<file path="config.mk">
export PLATFORM = sky130hd
export DESIGN_NAME = motor_enable_ctrl
export DESIGN_NICKNAME = d
export VERILOG_FILES = /design/src/rtl/motor_enable_ctrl.sv
export SDC_FILE = /design/constraint.sdc
export NUM_CORES = 1
export LEC_CHECK = 0
export ABC_AREA = 1
export CAP_MARGIN = 20
export CORE_UTILIZATION = 30
export DETAILED_ROUTE_END_ITERATION = 8
export PLACE_DENSITY_LB_ADDON = 0.12
export REMOVE_ABC_BUFFERS = 1
export SLEW_MARGIN = 10
export SYNTH_ARGS = -nofsm -noshare
export SYNTH_HDL_FRONTEND = slang
export SYNTH_SLANG_ARGS = --single-unit
</file>
<file path="constraint.sdc">
create_clock -name clk -period 3 [get_ports clk]
set_input_delay 0.45 -clock clk [delete_from_list [all_inputs] [get_ports clk]]
set_output_delay 0.45 -clock clk [all_outputs]
set_load 0.005 [all_outputs]
</file>
<file path="src/rtl/motor_enable_ctrl.sv">
// H-bridge enable controller: PWM drive from duty commands, trip-off on oc_flag,
// cooldown/retry with latched lockout. Define SOFT_START_EN to add the RAMP soft-start state.
module motor_enable_ctrl #(
   parameter int unsigned PWM_PERIOD       = 1000,
   parameter int unsigned DUTY_W           = 10,
   parameter int unsigned COOLDOWN_CYCLES  = 50_000_000,
   parameter int unsigned MAX_RETRIES      = 3,
   parameter int unsigned RAMP_STEP_CYCLES = 10_000
) (
   input  logic                               clk,
   input  logic                               reset,
   input  logic                               oc_flag,
   input  logic                               run_a,
   input  logic                               run_b,
   input  logic [DUTY_W-1:0]                  duty_a,
   input  logic [DUTY_W-1:0]                  duty_b,
   input  logic                               clear_fault,
   output logic                               ENA,
   output logic                               ENB,
   output logic                               fault,
   output logic                               locked_out,
   output logic [$clog2(MAX_RETRIES+1)-1:0]   retry_count
);

   localparam int unsigned PWM_W   = (PWM_PERIOD > 1) ? $clog2(PWM_PERIOD) : 1;
   localparam int unsigned CNT_W   = (COOLDOWN_CYCLES > 1) ? $clog2(COOLDOWN_CYCLES) : 1;
   localparam int unsigned RETRY_W = $clog2(MAX_RETRIES+1);

   localparam logic [PWM_W-1:0]   PWM_LAST  = PWM_W'(PWM_PERIOD - 1);
   localparam logic [CNT_W-1:0]   CNT_LAST  = CNT_W'(COOLDOWN_CYCLES - 1);
   localparam logic [RETRY_W-1:0] RETRY_MAX = RETRY_W'(MAX_RETRIES);

   typedef enum logic [2:0] {
      S_IDLE,
      S_RAMP,
      S_RUN,
      S_FAULT_COOL,
      S_LOCKOUT
   } state_e;

   state_e               state_q, state_d;
   logic [PWM_W-1:0]     pwm_q, pwm_d;
   logic [CNT_W-1:0]     cnt_q, cnt_d;
   logic [RETRY_W-1:0]   retry_q, retry_d, retry_inc;
   logic                 ena_q, ena_d, enb_q, enb_d;
   logic                 fault_q, fault_d, lock_q, lock_d;
   logic                 trip, drive;
   logic [31:0]          lim, eff_a, eff_b;

`ifdef SOFT_START_EN
   localparam int unsigned RAMP_W = $clog2(PWM_PERIOD + 1);
   localparam int unsigned STEP_W = (RAMP_STEP_CYCLES > 1) ? $clog2(RAMP_STEP_CYCLES) : 1;
   localparam logic [STEP_W-1:0] STEP_LAST = STEP_W'(RAMP_STEP_CYCLES - 1);

   logic [RAMP_W-1:0] ramp_q, ramp_d;
   logic [STEP_W-1:0] step_q, step_d;
   localparam state_e S_ENTRY = S_RAMP;
`else
   localparam state_e S_ENTRY = S_RUN;

   // Ramp step length has no effect without soft-start.
   if (RAMP_STEP_CYCLES == 0) begin : g_no_ramp_step
   end
`endif

   // Free-running PWM frame counter.
   always_comb begin : pwm_comb
      pwm_d = (pwm_q == PWM_LAST) ? '0 : pwm_q + PWM_W'(1);
   end

   always_comb begin : fsm_comb
      state_d   = state_q;
      cnt_d     = cnt_q;
      retry_d   = retry_q;
      trip      = 1'b0;
      retry_inc = (retry_q == RETRY_MAX) ? retry_q : retry_q + RETRY_W'(1);
`ifdef SOFT_START_EN
      ramp_d    = ramp_q;
      step_d    = step_q;
`endif

      case (state_q)
         S_IDLE: begin
            cnt_d = '0;
`ifdef SOFT_START_EN
            ramp_d = '0;
            step_d = '0;
`endif
            if ((run_a || run_b) && !oc_flag) begin
               state_d = S_ENTRY;
            end
         end
`ifdef SOFT_START_EN
         S_RAMP: begin
            if (oc_flag) begin
               trip = 1'b1;
            end else if (!(run_a || run_b)) begin
               state_d = S_IDLE;
            end else begin
               if (step_q == STEP_LAST) begin
                  step_d = '0;
                  ramp_d = ramp_q + RAMP_W'(1);
               end else begin
                  step_d = step_q + STEP_W'(1);
               end
               if (32'(ramp_d) >= PWM_PERIOD) begin
                  state_d = S_RUN;
                  cnt_d   = '0;
               end
            end
         end
`endif
         S_RUN: begin
            // cnt_q counts consecutive clean RUN clocks and saturates at the window end.
            if (oc_flag) begin
               trip = 1'b1;
            end else if (!(run_a || run_b)) begin
               state_d = S_IDLE;
            end else if (cnt_q == CNT_LAST) begin
               retry_d = '0;
            end else begin
               cnt_d = cnt_q + CNT_W'(1);
            end
         end
         S_FAULT_COOL: begin
            if (cnt_q == CNT_LAST) begin
               cnt_d = '0;
               if (!oc_flag) begin
                  state_d = S_IDLE;
               end
            end else begin
               cnt_d = cnt_q + CNT_W'(1);
            end
         end
         S_LOCKOUT: begin
            if (clear_fault && !oc_flag) begin
               state_d = S_IDLE;
               retry_d = '0;
            end
         end
         default: begin
            state_d = S_IDLE;
         end
      endcase

      if (trip) begin
         retry_d = retry_inc;
         cnt_d   = '0;
         state_d = (retry_inc == RETRY_MAX) ? S_LOCKOUT : S_FAULT_COOL;
      end
   end

   // Outputs are computed from the next state so a trip removes drive at the same edge.
   always_comb begin : out_comb
      drive = (state_d == S_RUN) || (state_d == S_RAMP);
      lim   = PWM_PERIOD;
`ifdef SOFT_START_EN
      if (state_d == S_RAMP) begin
         lim = 32'(ramp_d);
      end
`endif
      eff_a   = (32'(duty_a) < lim) ? 32'(duty_a) : lim;
      eff_b   = (32'(duty_b) < lim) ? 32'(duty_b) : lim;
      ena_d   = run_a && drive && (32'(pwm_d) < eff_a);
      enb_d   = run_b && drive && (32'(pwm_d) < eff_b);
      fault_d = (state_d == S_FAULT_COOL) || (state_d == S_LOCKOUT);
      lock_d  = (state_d == S_LOCKOUT);
   end

   always_ff @(posedge clk) begin : regs
      if (reset) begin
         state_q <= S_IDLE;
         pwm_q   <= '0;
         cnt_q   <= '0;
         retry_q <= '0;
         ena_q   <= 1'b0;
         enb_q   <= 1'b0;
         fault_q <= 1'b0;
         lock_q  <= 1'b0;
`ifdef SOFT_START_EN
         ramp_q  <= '0;
         step_q  <= '0;
`endif
      end else begin
         state_q <= state_d;
         pwm_q   <= pwm_d;
         cnt_q   <= cnt_d;
         retry_q <= retry_d;
         ena_q   <= ena_d;
         enb_q   <= enb_d;
         fault_q <= fault_d;
         lock_q  <= lock_d;
`ifdef SOFT_START_EN
         ramp_q  <= ramp_d;
         step_q  <= step_d;
`endif
      end
   end

   assign ENA         = ena_q;
   assign ENB         = enb_q;
   assign fault       = fault_q;
   assign locked_out  = lock_q;
   assign retry_count = retry_q;

endmodule
</file>
==> flow_metrics.py <==
metrics = {
    "yosys": {
        "muxShareOfSynthArea": 0,
        "synth_top_family_by_area": "simple AND/OR/NAND/NOR gates",
        "synth_cell_types": 30,
        "avgSynthCellArea_um2": 6.11,
        "syn_area_um2": 3390,
        "synthCells": 555,
        "synth_warnings": 0,
        "synth_compound_area_frac": 0.0845,
        "synth_adder_area_share": 0.0738,
        "yosys.area_share.simple": 0.459,
        "synth_xor_area_frac": 0.0207,
        "yosysSeqAreaShare": 0.266,
        "yosys_register_bits": 45,
    },
    "worst_hold_path": {
        "worstHoldStart": "cnt_q[1]",
        "worst_hold_path_type": "reg2reg",
        "whs_path_depth": 2,
        "hold_end": "cnt_q[1]",
    },
    "critical_path": {
        "slowest_stage": "dfxtp_1",
        "worstPathRequired_ns": 3.23,
        "start_kind": "flop",
        "cp_top_family": "simple AND/OR/NAND/NOR gates",
        "crit_type": "reg2reg",
        "worstPathArrival_ns": 2.70,
        "r2r_slack_ns": 0.53,
        "reg2reg_from": "pwm_q[0]",
        "worstPathMaxFanout": 4,
        "critPathBufInv": 4,
        "crit_path_end_kind": "flop",
        "slowest_delay_ns": 0.35,
        "r2r_end": "ENA",
        "worstPathCellList": "ha_1 > nand2_1 > inv_1 > nand2_1 > nor2_1 > nand2_1 > inv_1 > a21oi_1 > nor3_1 > ha_1 > nand2_1 > inv_1 > nand3_1 > inv_1 > a21oi_1 > nand3b_1 > nor2_1",
        "r2r_cells": 17,
        "setup.worst_path.start": "pwm_q[0]",
    },
    "routing": {
        "vias_per_cell": 4.73,
        "route.detailed.drc": 0,
        "drtIter0Drc": 291,
        "wl_per_cell_um": 12.9,
        "drtPass1Iterations": 4,
        "antenna_left": 0,
        "routed_wl_mm": 9.36,
        "vias": 3446,
    },
    "power": {
        "p_leak_nw": 1.64,
        "vdd_ir_drop_max_mv": 0.180,
        "power.density_nw_per_um2": 334,
        "total_power_mw": 1.33,
    },
    "timing": {
        "final_max_slew_viol_count": 0,
        "tightestPinTransition_ns": 0.472,
        "rsz0062_at_grt": "false",
        "setup_tns_ns": 0,
        "setup_viol": 0,
        "max_slew_margin": 0.683,
        "skew_ns": 0.00716,
        "max_freq_mhz": 405,
        "setup_slack_ns": 0.530,
        "hold_violations": 0,
        "fin_crit_ns": 2.47,
        "period_share": 0.823,
    },
    "placed_design": {
        "port_buffers": 31,
        "dpl_worst_slack_ns": 0.511,
        "dp_hpwl_mm": 7.49,
        "routabilityCongestion": 0.894,
    },
    "clock_tree": {
        "post_cts_buffers": 0,
        "insertion_delay_ns": 0.29,
        "ctsResizeCount": 0,
        "clkTransAtPathRegs_ns": 0.07,
        "cts_buffer_depth": 2,
        "htree_levels": 2,
        "tritoncts": "built",
        "clockRootBuffer": "clkbuf_16",
        "postCtsHoldBufs": 0,
        "cts_sinks": 45,
        "cts_made_buffers": 5,
    },
    "grt": {
        "grt_antenna_before_repair": 0,
        "grt_pass1_vias": 3185,
        "grt_max_degree": 28,
        "grt_pass1_wl_mm": 15.6,
        "track_usage": 0.173,
        "grt-ovfl-total": 0,
    },
    "layout": {
        "nNetsFinal": 633,
        "drive_above_1_share": 0.0918,
        "layout_common_cells": "158 x nand2_1, 73 x nor2_1, 68 x inv_1",
        "antenna_cells": 0,
        "area_delta_synth_final_pct": 17.7,
        "n_fill_cell": 1242,
        "final_common_cell": "nand2_1",
    },
    "floorplan": {
        "start_util": 0.310,
        "die_h_um": 108,
        "die_w_um": 108,
        "fp.dieArea_um2": 11700,
        "core_um2": 10900,
        "io_pins": 32,
        "rows": 38,
    },
    "run_status": {
        "status": "completed",
    },
    "flow_run": {
        "cap_violations": 0,
    },
}
metal layers:
layer | track usage | vias up | share of wire | routed length, um
met5 | 0 | - | 0 | 0
met1 | 0.245 | 1525 | 0.51 | 4740
met2 | 0.271 | 77 | 0.43 | 4020
li1 | - | 1837 | - | -
met3 | 0.0295 | 7 | 0.055 | 515
met4 | 0.0396 | 0 | 0.0093 | 87
worst min-delay path: stages, from the launching register on:
cell and delay, ns:
dfxtp_1 0.34, nand2_1 0.07, a21oi_1 0.06
final cells by class:
type / instances / area (um^2) / share of cell area
Clock buffer: 6 / 129 / 0.0323
Clock inverter: 2 / 10.0 / 0.00251
Inverter: 75 / 282 / 0.0705
Multi-Input combinational cell: 426 / 2160 / 0.542
Sequential cell: 45 / 901 / 0.226
Tap cell: 140 / 175 / 0.0439
Timing Repair Buffer: 34 / 333 / 0.0834
registers in the layout, indices dropped and copies added (netlist names):
name / cells
locked_out: 1
ENA: 1
cnt_q: 26
pwm_q: 10
retry_count: 2
fault: 1
ENB: 1
state_q: 3
power breakdown:
group | total (mW) | switching [mW] | internal, mW
Clock | 0.550 | 0.244 | 0.307
Combinational | 0.171 | 0.0997 | 0.0711
Sequential | 0.613 | 0.00659 | 0.606
Total | 1.33 | 0.350 | 0.984
cells in the mapped netlist:
master / number / area, um^2
nand4_1: 11 / 68.8
clkbuf_1: 3 / 11.3
o21ai_1: 2 / 10.0
nor2_2: 16 / 100
a31oi_1: 4 / 25.0
o21ai_0: 11 / 55.1
a31o_2: 1 / 8.76
and2_1: 1 / 6.26
nand3_1: 31 / 155
ha_1: 20 / 250
nor2_1: 73 / 274
a21oi_1: 33 / 165
and3_1: 1 / 6.26
nand3_4: 1 / 17.5
xor2_1: 8 / 70.1
nand2_1: 158 / 593
nor3_1: 22 / 110
buf_2: 5 / 25.0
buf_6: 1 / 11.3
nand3b_1: 3 / 22.5
o21bai_1: 3 / 22.5
nand3_2: 3 / 30.0
nor3b_1: 1 / 7.51
nor4_1: 6 / 37.5
inv_2: 6 / 22.5
dfxtp_1: 45 / 901
nand2_2: 13 / 81.3
clkinv_1: 1 / 3.75
nor2_4: 4 / 45.0
inv_1: 68 / 255
kinds of logic after synthesis:
logic type                 Yosys count
buffers and inverters               84
and+or+nand+nor                    344
DFF                                 45
xor gates and xnor gates             8
adders and majority gates           20
AOI/OAI and AO/OA                   54
worst max path at each step:
stage	to	slack (ns)	depth (start not counted)
finish	ENA	0.53	17
CTS	ENB	0.50	17
global placement	ENA	0.58	17
detailed placement	ENB	0.51	17
floorplan	ENB	0.94	17
global route	ENA	0.14	17
per-stage QoR:
stage	cells	instance area (um^2)	util	hold slack [ns]
final	728	3990	0.365	0.510
after detailed placement	720	3850	0.352	0.499
after CTS	728	3990	0.365	0.510
after global routing	728	3990	0.365	0.538
after floorplan	546	3340	-	0.476
after global placement	720	3850	0.352	0.488
(Power assumes the default switching activity.)
